File: src/rtl/wb_arb_pkg.sv
// Shared types for the register-file write-port arbiter.
// State encoding, requester id and the zero-register address.
package wb_arb_pkg;

  typedef enum logic [1:0] {
    IDLE = 2'd0,
    OWN0 = 2'd1,
    OWN1 = 2'd2
  } state_t;

  typedef logic req_id_t;

  localparam logic [4:0] XZR = 5'd31;

endpackage

File: src/rtl/wb_port_arbiter_flopre.sv
// Resettable flop with load enable (flopr plus enable).
// Clears asynchronously; loads d only when en is high.
module flopre #(
  parameter int N = 8
) (
  input  logic         clk,
  input  logic         reset,
  input  logic         en,
  input  logic [N-1:0] d,
  output logic [N-1:0] q
);

  // hold the value unless enabled
  always_ff @(posedge clk or posedge reset) begin
    if (reset)   q <= '0;
    else if (en) q <= d;
  end

endmodule

File: src/rtl/wb_port_arbiter.sv
// Two-requester round-robin arbiter for the register-file write port.
// Bursts lock the port up to MAX_BURST beats; XZR writes are dropped.
module wb_port_arbiter
  import wb_arb_pkg::*;
#(
  parameter int N         = 64,
  parameter int AW        = 5,
  parameter int MAX_BURST = 4
) (
  input  logic          clk,
  input  logic          reset,
  input  logic          req0_valid,
  input  logic [AW-1:0] req0_addr,
  input  logic [N-1:0]  req0_data,
  input  logic          req0_last,
  output logic          req0_ready,
  input  logic          req1_valid,
  input  logic [AW-1:0] req1_addr,
  input  logic [N-1:0]  req1_data,
  input  logic          req1_last,
  output logic          req1_ready,
  output logic          rf_we,
  output logic [AW-1:0] rf_wa,
  output logic [N-1:0]  rf_wd,
  output logic          grant_id,
  output logic          busy
);

  localparam int CW = 5;

  state_t          state, state_n;
  req_id_t         prio, prio_n;
  logic [CW-1:0]   cnt, cnt_n;

  logic            xfer0, xfer1, xfer;
  req_id_t         win;
  logic [AW-1:0]   win_addr;
  logic [N-1:0]    win_data;
  logic            win_last;
  logic            term;

  // grant: owner keeps the port; idle picks by validity then prio
  always_comb begin
    req0_ready = 1'b0;
    req1_ready = 1'b0;
    if (!reset) begin
      case (state)
        IDLE: begin
          if (req0_valid && req1_valid) begin
            req0_ready = ~prio;
            req1_ready = prio;
          end else begin
            req0_ready = req0_valid;
            req1_ready = req1_valid;
          end
        end
        OWN0:    req0_ready = 1'b1;
        OWN1:    req1_ready = 1'b1;
        default: ;
      endcase
    end
  end

  assign xfer0 = req0_valid & req0_ready;
  assign xfer1 = req1_valid & req1_ready;
  assign xfer  = xfer0 | xfer1;
  assign win   = xfer1;

  assign win_addr = win ? req1_addr : req0_addr;
  assign win_data = win ? req1_data : req0_data;
  assign win_last = win ? req1_last : req0_last;

  assign term = win_last | (cnt == CW'(MAX_BURST - 1));
  assign busy = (state != IDLE);

  // next state, beat count and priority on each accepted beat
  always_comb begin
    state_n = state;
    prio_n  = prio;
    cnt_n   = cnt;
    if (xfer) begin
      if (term) begin
        state_n = IDLE;
        cnt_n   = '0;
        prio_n  = ~win;
      end else begin
        state_n = win ? OWN1 : OWN0;
        cnt_n   = cnt + 1'b1;
      end
    end
  end

  // arbitration state registers
  always_ff @(posedge clk or posedge reset) begin
    if (reset) begin
      state <= IDLE;
      prio  <= 1'b0;
      cnt   <= '0;
    end else begin
      state <= state_n;
      prio  <= prio_n;
      cnt   <= cnt_n;
    end
  end

  // write strobe and owner of the registered beat
  always_ff @(posedge clk or posedge reset) begin
    if (reset) begin
      rf_we    <= 1'b0;
      grant_id <= 1'b0;
    end else begin
      rf_we <= xfer & (win_addr != AW'(XZR));
      if (xfer) grant_id <= win;
    end
  end

  flopre #(.N(AW)) u_wa (
    .clk   (clk),
    .reset (reset),
    .en    (xfer),
    .d     (win_addr),
    .q     (rf_wa)
  );

  flopre #(.N(N)) u_wd (
    .clk   (clk),
    .reset (reset),
    .en    (xfer),
    .d     (win_data),
    .q     (rf_wd)
  );

endmodule

File: config.mk
export PLATFORM = sky130hd
export DESIGN_NAME = wb_port_arbiter
export DESIGN_NICKNAME = d
export VERILOG_FILES = /design/src/rtl/wb_arb_pkg.sv /design/src/rtl/wb_port_arbiter_flopre.sv /design/src/rtl/wb_port_arbiter.sv
export SDC_FILE = /design/constraint.sdc
export NUM_CORES = 1
export LEC_CHECK = 0
export BUFFER_PORTS_ARGS = -buffer_cell sky130_fd_sc_hd__buf_4
export CELL_PAD_IN_SITES_DETAIL_PLACEMENT = 0
export CELL_PAD_IN_SITES_GLOBAL_PLACEMENT = 2
export CORE_MARGIN = 3
export CORE_UTILIZATION = 23
export CTS_CLUSTER_DIAMETER = 150
export DETAILED_ROUTE_END_ITERATION = 7
export GPL_TIMING_DRIVEN = 0
export HOLD_SLACK_MARGIN = 0.05
export PLACE_DENSITY = 0.79
export SYNTH_ARGS = -nofsm -noshare
export SYNTH_HDL_FRONTEND = slang
export SYNTH_SLANG_ARGS = --single-unit
File: constraint.sdc
create_clock -name clk -period 2.8 [get_ports clk]
set_input_delay 0.28 -clock clk [delete_from_list [all_inputs] [get_ports clk]]
set_output_delay 0.28 -clock clk [all_outputs]
set_load 0.005 [all_outputs]
==> results of run 1 <==
==> metrics by stage <==
step	utilization [%]	hold slack (ns)	TNS, ns	instance area (sq um)
finish	38.4	0.167	0	5900
global route	38.4	0.162	0	5900
CTS	38.4	0.153	0	5900
detailed placement	36.3	0.383	0	5580
global placement	36.1	0.473	-47.76	5540
floorplan	-	0.389	0	3660
==> how the worst max path moves through the flow <==
stage / slack, ns / endpoint / cells after the start
4_1_cts: 0.36 / rf_we / 8
5_1_grt: 0.24 / rf_we / 8
6_report: 0.49 / rf_we / 8
3_3_place_gp: -1.03 / rf_we / 6
2_1_floorplan: 0.25 / u_wd.q[0] / 7
3_5_place_dp: 0.53 / rf_we / 7
==> flip-flops by register name, summed over array words and instances (netlist names) <==
register,count
state,2
grant_id,1
u_wa.q,5
rf_we,1
prio,1
u_wd.q,64
cnt,5
==> final cells by class <==
class / count / area (sq um) / area share [%]
buffer: 29 / 145 / 2.46
clock buffer: 13 / 270 / 4.58
clock inverter: 3 / 40.0 / 0.678
inverter: 15 / 60.1 / 1.02
multi-input combinational: 294 / 1470 / 25.0
sequential: 79 / 1980 / 33.5
tap: 211 / 264 / 4.47
timing repair buffer: 219 / 1670 / 28.3
==> Yosys cell counts (all sizes together) (2+ instances only) <==
library cell  number  area share [%]
a222oi            13             3.6
a21oi              6             1.0
nand3              6            0.96
inv               15             1.5
nand2            122              13
a31oi             56             9.6
dfrtp             79              54
clkbuf             7            0.72
nor2              59             6.1
o21ai              5            0.69
nor3               4            0.69
o31ai              2            0.55
buf               22             3.3
nand2b             3            0.51
==> tightest hold or removal path, cell delays in order <==
cell and delay (ns):
buf_4 0.08, a222oi_1 0.07, inv_1 0.05
==> cells in the final DEF (no fill, tap or decap), drive strengths merged, types with 2 or more instances in the layout <==
cell    Yosys  routed
buf        22     240
nand2     122     122
dfrtp      79      79
nor2       59      59
a31oi      56      56
clkbuf      7      20
inv        15      14
a222oi     13      13
nand3       6       6
a21oi       6       6
o21ai       5       5
nor3        4       4
nand2b      3       3
clkinv      0       2
o31ai       2       2
==> routing by layer <==
metal  up-vias  part of all wire [%]  global-route usage [%]
met5         -                     0                       0
met4         0                   2.0                    6.18
met3        19                   9.9                    6.15
met2       178                    47                    26.7
met1      1901                    41                    19.2
li1       1903                     -                       -
==> cell families after synthesis <==
| group | Yosys count | synth area share, % |
|---|---|---|
| compound gates | 89 | 17.1 |
| flops | 79 | 54.1 |
| fa+ha+maj | 1 | 0.343 |
| simple gates | 204 | 23.0 |
| buf+inv | 44 | 5.52 |
==> report_power, final <==
part	leakage (uW)	switching, uW	internal [uW]	total [uW]
Sequential	0.000903	286	1580	1860
Combinational	0.00182	834	966	1800
Clock	0.000156	473	761	1230
Total	0.00288	1590	3300	4900
==> results.md, run 1 <==
- Outcome: finished clean
- Worst Setup SP: reset
- ANT cells: 0
- IO Count: 218
- Detailed-route wire length: 14.2 mm
- Placed Cells incl. Taps: 846
- Post-DR wirelength/cell: 16.5 um
- Max-Cap Viols: 0
- Core Area: 15400 sq um
- Crit end category: flop
- Final setup violation count: 0
- IO buf count: between 200 and 250
- Netlist Area Pre-Place: 3650 sq um
- PD cells: 830 nW/um^2
- Syn. warnings: 0
- CP required: approximately 3 ns
- Rows: 45
- Critical path, cell by cell: dlygate4sd3_1 -> buf_2 -> clkinvlp_4 -> buf_12 -> nand3_2 -> buf_4 -> nor3_1 -> a311oi_1
- Via Count: around 4000
- Post-cts sizing count: 0
- CTS max path bufs: 2
- Antenna violations before repair: 0
- Tmin final: between 2 and 2.5 ns
- 1st-iter DRT viols: around 230
- Post-route setup slack: 0.493 ns
- Slowest CP cell: dlygate4sd3_1
- Async SR Flop Fraction: 100%
- Initial Util: 23.8%
- Maximum VDD drop: a little over 0.3 mV
- Synth Flop Type: dfrtp_1
- Post-synthesis cell type count: 38
- TritonCTS clock tree: done
- Final net count: 792
- Reg-to-reg setup timing slack: 0.75 ns
- Final worst path period share: 82.4%
- RR Startpoint: state[0]
- Top cell family by delay on the critical path: buffers and inverters
- Routed vias/inst: 4.64
- Number of synthesized flops with an enable pin: 0
- Area Overhead vs Synth: 61.6%
- Worst r2r dst: u_wd.q[1]
- GR Util All Layers: 16.2%
- Final Skew: 0.00518 ns
- Largest net degree at the start of global routing: 36
- Largest stage delay, worst path: 0.52 ns
- Final antenna-violating net count: 0
- Final Max Slew Viols: 0
- CP Max Fanout: 33
- Hold Path Depth: 3
- Fin cells: roughly 860
- Worst Max-Slew Pin Slew: 0.724 ns
- CTS Buf Count: 9
- Worst hold start: req0_data[55]
- FILL cells: 1628
- Post-Synthesis Cells: 417
- GPL Wtd Cong: 0.782
- Share of layout cells above drive strength 1: 40.5%
- CP Launch Type: input port
- DR DRC count: 0
- Hold EP: u_wd.q[55]
- Worst Reg-to-Reg Cells: 6
- Critical Path AT: 2.52 ns
- Clk root buf: clkbuf_16
- Die ar.: about 17000 sq um
- Die Ht: 132 um
- Clock-pin slew on the worst setup and hold paths: ~0.060 ns
- Clock sink count: 79
- Avg Inst Size Synth: 8.76 sq um
- RSZ-0062 raised after global routing: no
- Post-CTS setup buffers: 0
- Lkg Pwr: 0.00288 uW
- H-Tree Depth: 3
- Aggregate global routing overflow: 0
- Flops & latches, synth: 79
- Pre-CTS setup slack: about 0.53 ns
- Drt pass-1 iters: 4
- Headroom to the max-slew limit: roughly half
- Buf/Inv on CP: 5
- Pwr Total: 4900 uW
- Syn Nets: 562
- Hold_buf cts: 1
- Final Hold Violating Endpoints: 0
- Hold Crit Class: input port to flop
- Vias in the first global route: about 4200
- Fmax: 0.433 GHz
- Clock latency at the later pin of the worst-skew pair: 0.34 ns
- Global-route wire length before repair: 22.4 mm
- Width of the chip: approximately 130 um
- Crit Path Class: input port to flop
- Post-DP HPWL: between 10 and 15 mm
- Sequential area share after synthesis: 54.1%
Power figures use the tool's default switching activity.
==> inputs of run 2 (changes only) <==
CORE_UTILIZATION = 21   (was 23)
PLACE_DENSITY = 0.76   (was 0.79)
clock period = 2.1 ns   (was 2.8 ns; I/O delays follow)
==> run 2 against run 1 <==
  * Via count is 2.2% lower
  * Flip-flop and latch count stayed put
  * Design area is 1.2% higher
  * Non-clock buffer count is 4 higher
  * Hold slack worse by 0.078 ns
  * Sequential share of layout area is 0.39 points lower
  * Count of clock-buffer cells in the layout is 1 lower
  * Power is 32% higher
  * Combinational power is 34% higher
  * Core utilization is 2.9 points lower
  * Critical endpoint is now prio
  * Highest routed layer unchanged
==> results.md, run 2 (same netlist as run 1, synthesis figures left out) <==
- Lkg Pwr: 0.00290 uW (was 0.00288 uW)
- Largest net degree at the start of global routing: 32 (was 36)
- Final worst path period share: approximately nine tenths
- Worst hold start: req0_addr[3] (was req0_data[55])
- GR Util All Layers: 14.3% (was 16.2%)
- Post-route setup slack: 0.212 ns (was 0.493 ns)
- Max reg flops: 64 (unchanged)
- Worst Max-Slew Pin Slew: 1.05 ns (was 0.724 ns)
- IO buf count: 216 (unchanged)
- Headroom to the max-slew limit: 29.6% (was 51.4%)
- Final Max Slew Viols: 0 (unchanged)
- Core Area: 16800 sq um (was 15400 sq um)
- Drt pass-1 iters: 4 (unchanged)
- Metal3 WL: 1.41 mm (was 1.40 mm)
- ANT cells: 0 (unchanged)
- Worst Reg-to-Reg Cells: 5 (was 6)
- Via Count: 3914 (was 4001)
- Final Hold Violating Endpoints: 0 (unchanged)
- Crit end category: flop (unchanged)
- Detailed-route wire length: 14.1 mm (was 14.2 mm)
- Placement-stage cell area: 5610 sq um (was 5580 sq um)
- Hold Path Depth: 2 (was 3)
- CP required: 2.38 ns (was 3.01 ns)
- Top Layer Used: met4 (unchanged)
- Tmin final: 1.89 ns
- Fin util: 35.5% (was 38.4%)
- Fin Setup TNS: 0 ns (unchanged)
- Commonest cells after routing, fill and taps aside: buf_4, nand2_1, dfrtp_1 (unchanged)
- IO Count: 218 (unchanged)
- Critical Path AT: 2.16 ns (was 2.52 ns)
- Rows: 47 (was 45)
- Final Skew: 0.00355 ns (was 0.00518 ns)
- Worst hold slack: 0.0890 ns (was 0.167 ns)
- Design area: 5970 sq um (was 5900 sq um)
- Final net count: 796 (was 792)
- Largest regs: u_wd.q x64, cnt x5, u_wa.q x5 (unchanged)
- DR DRC count: 0 (unchanged)
- TritonCTS clock tree: done (unchanged)
- 1st-iter DRT viols: 196 (was 234)
- Final antenna-violating net count: 0 (unchanged)
- Pre-CTS setup slack: -0.0801 ns (was 0.535 ns)
- Crit Path Class: flop to flop (was input port to flop)
- Worst r2r dst: prio (was u_wd.q[1])
- Area Overhead vs Synth: 63.5% (was 61.6%)
- Hold Crit Class: input port to flop (unchanged)
- Routed vias/inst: 4.47 (was 4.64)
- WL met1: 5.90 mm (was 5.82 mm)
- Clock sink count: 79 (unchanged)
- CP Launch Type: flop (was input port)
- Reg-to-reg setup timing slack: 0.21 ns (was 0.75 ns)
- Hold EP: rf_we (was u_wd.q[55])
- Vias in the first global route: 4005 (was 4196)
- CTS Buf Count: 9 (unchanged)
- Initial Util: 21.7% (was 23.8%)
- Width of the chip: 138 um (was 132 um)
- Final setup violation count: 0 (unchanged)
- Aggregate global routing overflow: 0 (unchanged)
- GPL Wtd Cong: 0.745 (was 0.782)
- Clock-pin slew on the worst setup and hold paths: 0.06 ns (about the same)
- Top reg by flops: u_wd.q (unchanged)
- Post-DP HPWL: 10.9 mm (was 11.0 mm)
- RSZ-0062 raised after global routing: no (unchanged)
- CP Max Fanout: 10 (was 33)
- RR Startpoint: state[1] (was state[0])
- Routed met2 length: 6.61 mm (was 6.70 mm)
- Global-route wire length before repair: 20.9 mm (was 22.4 mm)
- Post-DR wirelength/cell: 16.1 um (was 16.5 um)
- Maximum VDD drop: 0.413 mV (was 0.302 mV)
- Die ar.: 19000 sq um (was 17400 sq um)
- CTS max path bufs: 2 (unchanged)
- Commonest non-fill, non-tap cell in the layout: buf_4 (unchanged)
- Outcome: finished clean (unchanged)
- H-Tree Depth: 3 (unchanged)
- Share of layout cells above drive strength 1: 40.5% (about the same)
- Fmax: 0.530 GHz
- PD cells: 1080 nW/um^2 (was 830 nW/um^2)
- Clock latency at the later pin of the worst-skew pair: 0.34 ns (about the same)
- Max-Cap Viols: 0 (unchanged)
- Clk root buf: clkbuf_16 (unchanged)
- Antenna violations before repair: 0 (unchanged)
- Die Ht: 138 um (was 132 um)
[run 2: cell count changes in the layout (fill, tap and decap cells not counted), sizes merged]
cell and change:
dlygate4sd3 +1, clkinv +1, buf +3, clkbuf -1
[run 2: what timing repair did]
action | in CTS | in global routing
pin swaps | 0 | 2
resized for setup | 2 | 0
hold buffers | 2 | 0
hold endpoints to repair | 21 | 0
setup buffers | 0 | 3
setup endpoints to repair | 11 | 12
[run 2: layout make-up]
| type | instances | area, sq um |
|---|---|---|
| sequential | 79 | 1980 |
| buffer | 29 | 164 |
| multi-input combinational | 294 | 1490 |
| inverter | 15 | 60.1 |
| clock inverter | 4 | 45.0 |
| tap | 220 | 275 |
| fill | 1818 | 10800 |
| clock buffer | 12 | 246 |
| timing repair buffer | 223 | 1720 |
[run 2: worst max-delay path by stage]
stage                  start        end  slack, ns
CTS                 state[1]  u_wd.q[0]       0.04
finish              state[1]       prio       0.21
floorplan              reset  u_wd.q[0]      -0.25
detailed placement  state[1]  u_wd.q[0]      -0.08
global route        state[0]  u_wd.q[2]       0.05
global placement       reset  u_wd.q[7]      -1.29
[run 2: metrics by stage]
step                      total power, uW  cells
after global routing                 6940    876
after global placement               4910    853
after detailed placement             4950    855
after floorplan                      3490    417
final                                6470    876
after CTS                            6580    873
[run 2: where the power goes]
group          total, uW  leakage [uW]  switching [uW]  internal (uW)
combinational       2420       0.00185            1100           1320
sequential          2480      0.000903             380           2100
clock               1570      0.000146             620            948
[run 2: critical path, stage by stage (launching register included)]
cell      delay [ns]
dfrtp_1         0.45
nand2b_1        0.27
a211oi_2        0.52
buf_2           0.34
o21ai_0         0.15
nand2_1         0.10
[run 2: metal layers]
layer | track usage [%] | up-vias
met5 | 0 | -
met2 | 23.7 | 163
met3 | 5.26 | 10
li1 | - | 1905
met1 | 17.5 | 1836
met4 | 3.95 | 0
